<file path="config.mk">
export PLATFORM = sky130hd
export DESIGN_NAME = sequence_stage
export DESIGN_NICKNAME = d
export VERILOG_FILES = /design/src/rtl/bomb_pkg.sv /design/src/rtl/lfsr16.sv /design/src/rtl/sequence_stage.sv
export SDC_FILE = /design/constraint.sdc
export NUM_CORES = 1
export LEC_CHECK = 0
export CAP_MARGIN = 20
export CORE_ASPECT_RATIO = 1.4
export CORE_UTILIZATION = 30
export DETAILED_ROUTE_END_ITERATION = 8
export GPL_ROUTABILITY_DRIVEN = 0
export SYNTH_ARGS = -nofsm -noshare
export SYNTH_HDL_FRONTEND = slang
export SYNTH_SLANG_ARGS = --single-unit
</file>
<file path="constraint.sdc">
create_clock -name clk -period 3.34 [get_ports clk]
set_input_delay 0.668 -clock clk [delete_from_list [all_inputs] [get_ports clk]]
set_output_delay 0.668 -clock clk [all_outputs]
set_load 0.005 [all_outputs]
</file>
<file path="src/rtl/bomb_pkg.sv">
// rtl/bomb_pkg.sv - shared symbol codes, stage states and sizing for the bomb puzzle modules.
package bomb_pkg;

  localparam int DEF_SEQ_LEN = 8;

  localparam logic [2:0] SYM_LEFT  = 3'd0;
  localparam logic [2:0] SYM_RIGHT = 3'd1;
  localparam logic [2:0] SYM_UP    = 3'd2;
  localparam logic [2:0] SYM_DOWN  = 3'd3;
  localparam logic [2:0] SYM_A     = 3'd4;
  localparam logic [2:0] SYM_B     = 3'd5;

  typedef enum logic [2:0] {
    ST_IDLE,
    ST_GEN,
    ST_PLAY,
    ST_SOLVED,
    ST_FAIL
  } state_t;

  function automatic logic is_symbol(input logic [2:0] code);
    return code <= SYM_B;
  endfunction

endpackage

</file>
<file path="src/rtl/lfsr16.sv">
// rtl/lfsr16.sv - free-running 16-bit Fibonacci LFSR, taps 16,14,13,11, shifting left.
module lfsr16 (
  input  logic        clk,
  input  logic        rst_n,
  input  logic [15:0] seed,
  output logic [15:0] q
);

  logic w_fb;
  assign w_fb = q[15] ^ q[13] ^ q[12] ^ q[10];

  always_ff @(posedge clk or negedge rst_n) begin
    if (!rst_n) q <= seed;
    else        q <= {q[14:0], w_fb};
  end

endmodule

</file>
<file path="src/rtl/sequence_stage.sv">
// rtl/sequence_stage.sv - generates a random symbol sequence, then scores player presses against it.
module sequence_stage
  import bomb_pkg::*;
#(
  parameter int          SEQ_LEN   = DEF_SEQ_LEN,
  parameter logic [15:0] LFSR_SEED = 16'hACE1
) (
  input  logic       clk,
  input  logic       rst_n,
  input  logic       start,
  input  logic       btn_valid,
  input  logic [2:0] btn_code,
  output logic [3:0] buttons [0:SEQ_LEN-1],
  output logic       busy,
  output logic       strike,
  output logic [1:0] strikes,
  output logic       solved,
  output logic       exploded
);

  localparam int IW = (SEQ_LEN > 1) ? $clog2(SEQ_LEN) : 1;
  localparam logic [IW-1:0] LAST = IW'(SEQ_LEN - 1);

  state_t          r_state;
  logic [IW-1:0]   r_idx;
  logic [2:0]      r_type [0:SEQ_LEN-1];
  logic            r_done [0:SEQ_LEN-1];
  logic [15:0]     w_lfsr;
  logic [2:0]      w_sym;
  logic            w_unused_lfsr;

  lfsr16 u_lfsr (
    .clk   (clk),
    .rst_n (rst_n),
    .seed  (LFSR_SEED),
    .q     (w_lfsr)
  );

  assign w_sym         = w_lfsr[2:0];
  assign w_unused_lfsr = ^w_lfsr[15:3];

  for (genvar g = 0; g < SEQ_LEN; g++) begin : g_slot
    assign buttons[g] = {r_done[g], r_type[g]};
  end

  always_ff @(posedge clk or negedge rst_n) begin
    if (!rst_n) begin
      r_state  <= ST_IDLE;
      r_idx    <= '0;
      busy     <= 1'b0;
      strike   <= 1'b0;
      strikes  <= 2'd0;
      solved   <= 1'b0;
      exploded <= 1'b0;
      for (int i = 0; i < SEQ_LEN; i++) begin
        r_type[i] <= 3'd0;
        r_done[i] <= 1'b0;
      end
    end else begin
      strike <= 1'b0;
      // start outranks any simultaneous press, whatever the current state
      if (start) begin
        r_state  <= ST_GEN;
        r_idx    <= '0;
        busy     <= 1'b1;
        strikes  <= 2'd0;
        solved   <= 1'b0;
        exploded <= 1'b0;
        for (int i = 0; i < SEQ_LEN; i++) r_done[i] <= 1'b0;
      end else begin
        case (r_state)
          ST_GEN: begin
            if (is_symbol(w_sym)) begin
              r_type[r_idx] <= w_sym;
              r_done[r_idx] <= 1'b0;
              if (r_idx == LAST) begin
                r_state <= ST_PLAY;
                r_idx   <= '0;
                busy    <= 1'b0;
              end else begin
                r_idx <= r_idx + 1'b1;
              end
            end
          end
          ST_PLAY: begin
            if (btn_valid) begin
              if (btn_code == r_type[r_idx]) begin
                r_done[r_idx] <= 1'b1;
                if (r_idx == LAST) begin
                  r_state <= ST_SOLVED;
                  solved  <= 1'b1;
                end else begin
                  r_idx <= r_idx + 1'b1;
                end
              end else begin
                strike <= 1'b1;
                r_idx  <= '0;
                for (int i = 0; i < SEQ_LEN; i++) r_done[i] <= 1'b0;
                if (strikes == 2'd2) begin
                  strikes  <= 2'd3;
                  r_state  <= ST_FAIL;
                  exploded <= 1'b1;
                end else begin
                  strikes <= strikes + 2'd1;
                end
              end
            end
          end
          default: ;
        endcase
      end
    end
  end

endmodule

</file>
==> summary.md <==
| Metric | Value |
|---|---|
| Status | `complete, no violations` |
| Starting Density | `31.3%` |
| DRC | `0` |
| I/O pins | `45` |
| Reg2reg end | `r_state[1]` |
| Mapped Area | `2990 µm²` |
| Unique masters post-synth | `54` |
| Leak | `1.60 nW` |
| Peak supply drop | `0.349 mV` |
| Fin crit period | `2.87 ns` |
| Adder-Cell Fraction of Synth Area | `1.26%` |
| Num CTS Buffers | `9` |
| CTS resizes | `0` |
| Post-route design area | `3860 µm²` |
| Post-CTS Hold Buffers | `0` |
| Final hold vios | `0` |
| CP arrival | `3.11 ns` |
| Fmax | `348 MHz` |
| HP Class | `input pin to async pin` |
| Clock skew | `0.00564 ns` |
| Die height | `120 µm` |
| Fin cells | `449` |
| Final Worst Setup Slack | `0.469 ns` |
| Maximum fanout along the worst path | `28` |
| Critical path type | `register to register` |
| Mux cell area share after synthesis | `13.9%` |
| Met1 usage | `19.5%` |
| CP endpoint kind | `register` |
| Place WS | `0.473 ns` |
| Core area | `9560 µm²` |
| Placed cell count | `432` |
| RSZ-0062 raised after global routing | `false` |
| Global route total overflow | `0` |
| Number of synthesized flops with an enable pin | `0` |
| Post-CTS Setup Inserts | `0` |
| GR peak layer | `met2` |
| GRT Util Overall | `14.4%` |
| Dominant cell by count in the synthesized netlist | `dfrtp_1` |
| Power Dens Cells | `500 nW/µm²` |
| Tot Pwr | `1.93 mW` |
| IO buf count | `44` |
| Worst-path clk slew | `0.06 ns` |
| Syn-to-layout area delta | `29.0%` |
| Critical path cell sequence | `and2b_2, a32o_1, or4_4, a211oi_4, buf_4, nor2_1, o31ai_1` |
| DP Wirelength | `4620 µm` |
| Worst path slowest cell | `dfrtp_1` |
| Final TNS setup | `0 ns` |
| Worst Path Required | `3.58 ns` |
| Synth Area in Compound Gates | `12.4%` |
| Share of cells above drive strength 1 | `23.0%` |
| Htree depth | `3` |
| Largest family of logic cells by synthesized area | `simple AND/OR/NAND/NOR gates` |
| Clk_lat worst skew | `0.32 ns` |
| First-pass GRT wire length | `11300 µm` |
| Drt total wl | `6740 µm` |
| Worst r2r src | `r_idx[0]` |
| Post-Synth XOR/XNOR Area | `1.46%` |
| Flops & latches, synth | `60` |
| Antenna cell count | `0` |
| 1st-pass router iterations | `4` |
| DR WL/cell | `15.0 µm` |
| Final antenna-violating net count | `0` |
| Clock buffer depth | `2` |
| Chip Width | `86.4 µm` |
| Syn_area_per_cell | `11.3 µm²` |
| Synthesized Nets | `274` |
| Largest net degree at the start of global routing | `49` |
| Final core occ | `40.3%` |
| # Max-Cap Violations | `0` |
| Synth top area share | `43.5%` |
| Die ar. | `10400 µm²` |
| Crit start category | `register` |
| Root Buffer | `clkbuf_16` |
| Final setup viols | `0` |
| Worst-Margin Slew | `0.928 ns` |
| Met2 Usage GRT | `22.1%` |
| Ys Warns | `0` |
| Max stage delay on crit path | `0.95 ns` |
| Worst Reg-to-Reg Cells | `7` |
| Main synth FF type | `dfrtp_1` |
| CTS tree | `done` |
| Final cycle utilization of the critical path | `86.0%` |
| CTS Sinks | `60` |
| Vias in the first global route | `2137` |
| Worst hold margin | `0.245 ns` |
| Cell taking the most area after synthesis | `dfrtp_1` |
| Post-place instance area | `3510 µm²` |
| Post-Synth Simple-Gate Area | `15.0%` |
| Post-layout net count | `322` |
| Synth Instances | `264` |
| Async set or reset register ratio after synthesis | `100%` |
| Post-synthesis sequential area ratio | `50.5%` |
| Worst rel slew slack | `38.1%` |
| R2r setup slk | `0.47 ns` |
| Rows | `42` |
| Top post-synthesis cells by area | `dfrtp_1 (44%), mux2_2 (9.0%), dfstp_2 (7.0%), mux2i_1 (3.3%), a21oi_1 (2.5%)` |
| GRT met3 Usage | `3.58%` |
| First-iteration detailed-routing DRC count | `153` |
| Most frequent cells after synthesis | `dfrtp_1 (52), mux2_2 (24), nand2_1 (17), a21oi_1 (15), nor2_1 (13)` |
| Vias | `2203` |
| Max-slew violations | `0` |
| DR vias/cell | `4.91` |
| Initial antenna violation count | `0` |
flip-flops by register name, summed over array words and instances, names as in the netlist:
signal,flops
r_idx,3
buttons,32
busy,1
r_state,3
u_lfsr.q,16
solved,1
exploded,1
strikes,2
strike,1
cell families after synthesis:
| group | Yosys count |
|---|---|
| adders and majority gates | 3 |
| AOI/OAI and AO/OA | 55 |
| buffers and inverters | 23 |
| muxes | 36 |
| xor gates and xnor gates | 5 |
| DFF | 60 |
| and+or+nand+nor | 82 |
worst max-delay path: cells and delay by family, from the launching register on:
| family | cells | cell delay [ns] |
|---|---|---|
| AO/OA/AOI/OAI | 3 | 0.66 |
| flip-flops | 1 | 0.95 |
| buffers and inverters | 1 | 0.33 |
| AND/OR/NAND/NOR | 3 | 0.84 |
power by group:
| group | switching, mW | total (mW) | leakage (nW) | internal [mW] |
|---|---|---|---|---|
| logic | 0.102 | 0.171 | 0.649 | 0.0689 |
| clock network | 0.341 | 0.997 | 0.152 | 0.656 |
| registers | 0.0249 | 0.760 | 0.797 | 0.735 |
| total | 0.468 | 1.93 | 1.60 | 1.46 |
metal layers:
layer,up-vias,wire length (µm)
met5,-,0
met3,7,326
met2,48,3320
li1,1052,-
met1,1096,3000
met4,0,93
how the worst max path moves through the flow:
stage	from	endpoint	slack, ns
floorplan	r_idx[0]	solved	1.07
global route	r_idx[0]	r_state[1]	0.28
CTS	r_idx[0]	strikes[1]	0.43
finish	r_idx[0]	r_state[1]	0.47
global placement	r_idx[0]	strikes[1]	0.52
detailed placement	r_idx[0]	strikes[1]	0.47
area by class of cell:
type | instances | area (µm²)
Tap cell | 132 | 165
Fill cell | 954 | 5710
Timing Repair Buffer | 53 | 515
Sequential cell | 60 | 1510
Clock inverter | 7 | 97.6
Multi-Input combinational cell | 181 | 1320
Inverter | 7 | 26.3
Clock buffer | 9 | 225
placed cells by master (no fill, tap or decap), types with 7 or more instances in the layout:
cell type / instances
nor3_1: 8
and2_1: 7
a21oi_1: 15
nor2_1: 13
clkdlybuf4s50_1: 43
dfrtp_1: 52
mux2_2: 24
mux2i_1: 10
o21ai_0: 7
buf_4: 8
a31oi_1: 8
clkbuf_16: 9
dfstp_2: 8
inv_1: 7
nand2_1: 17
nand2b_1: 9
No activity file was read; power rests on OpenSTA's default activity.
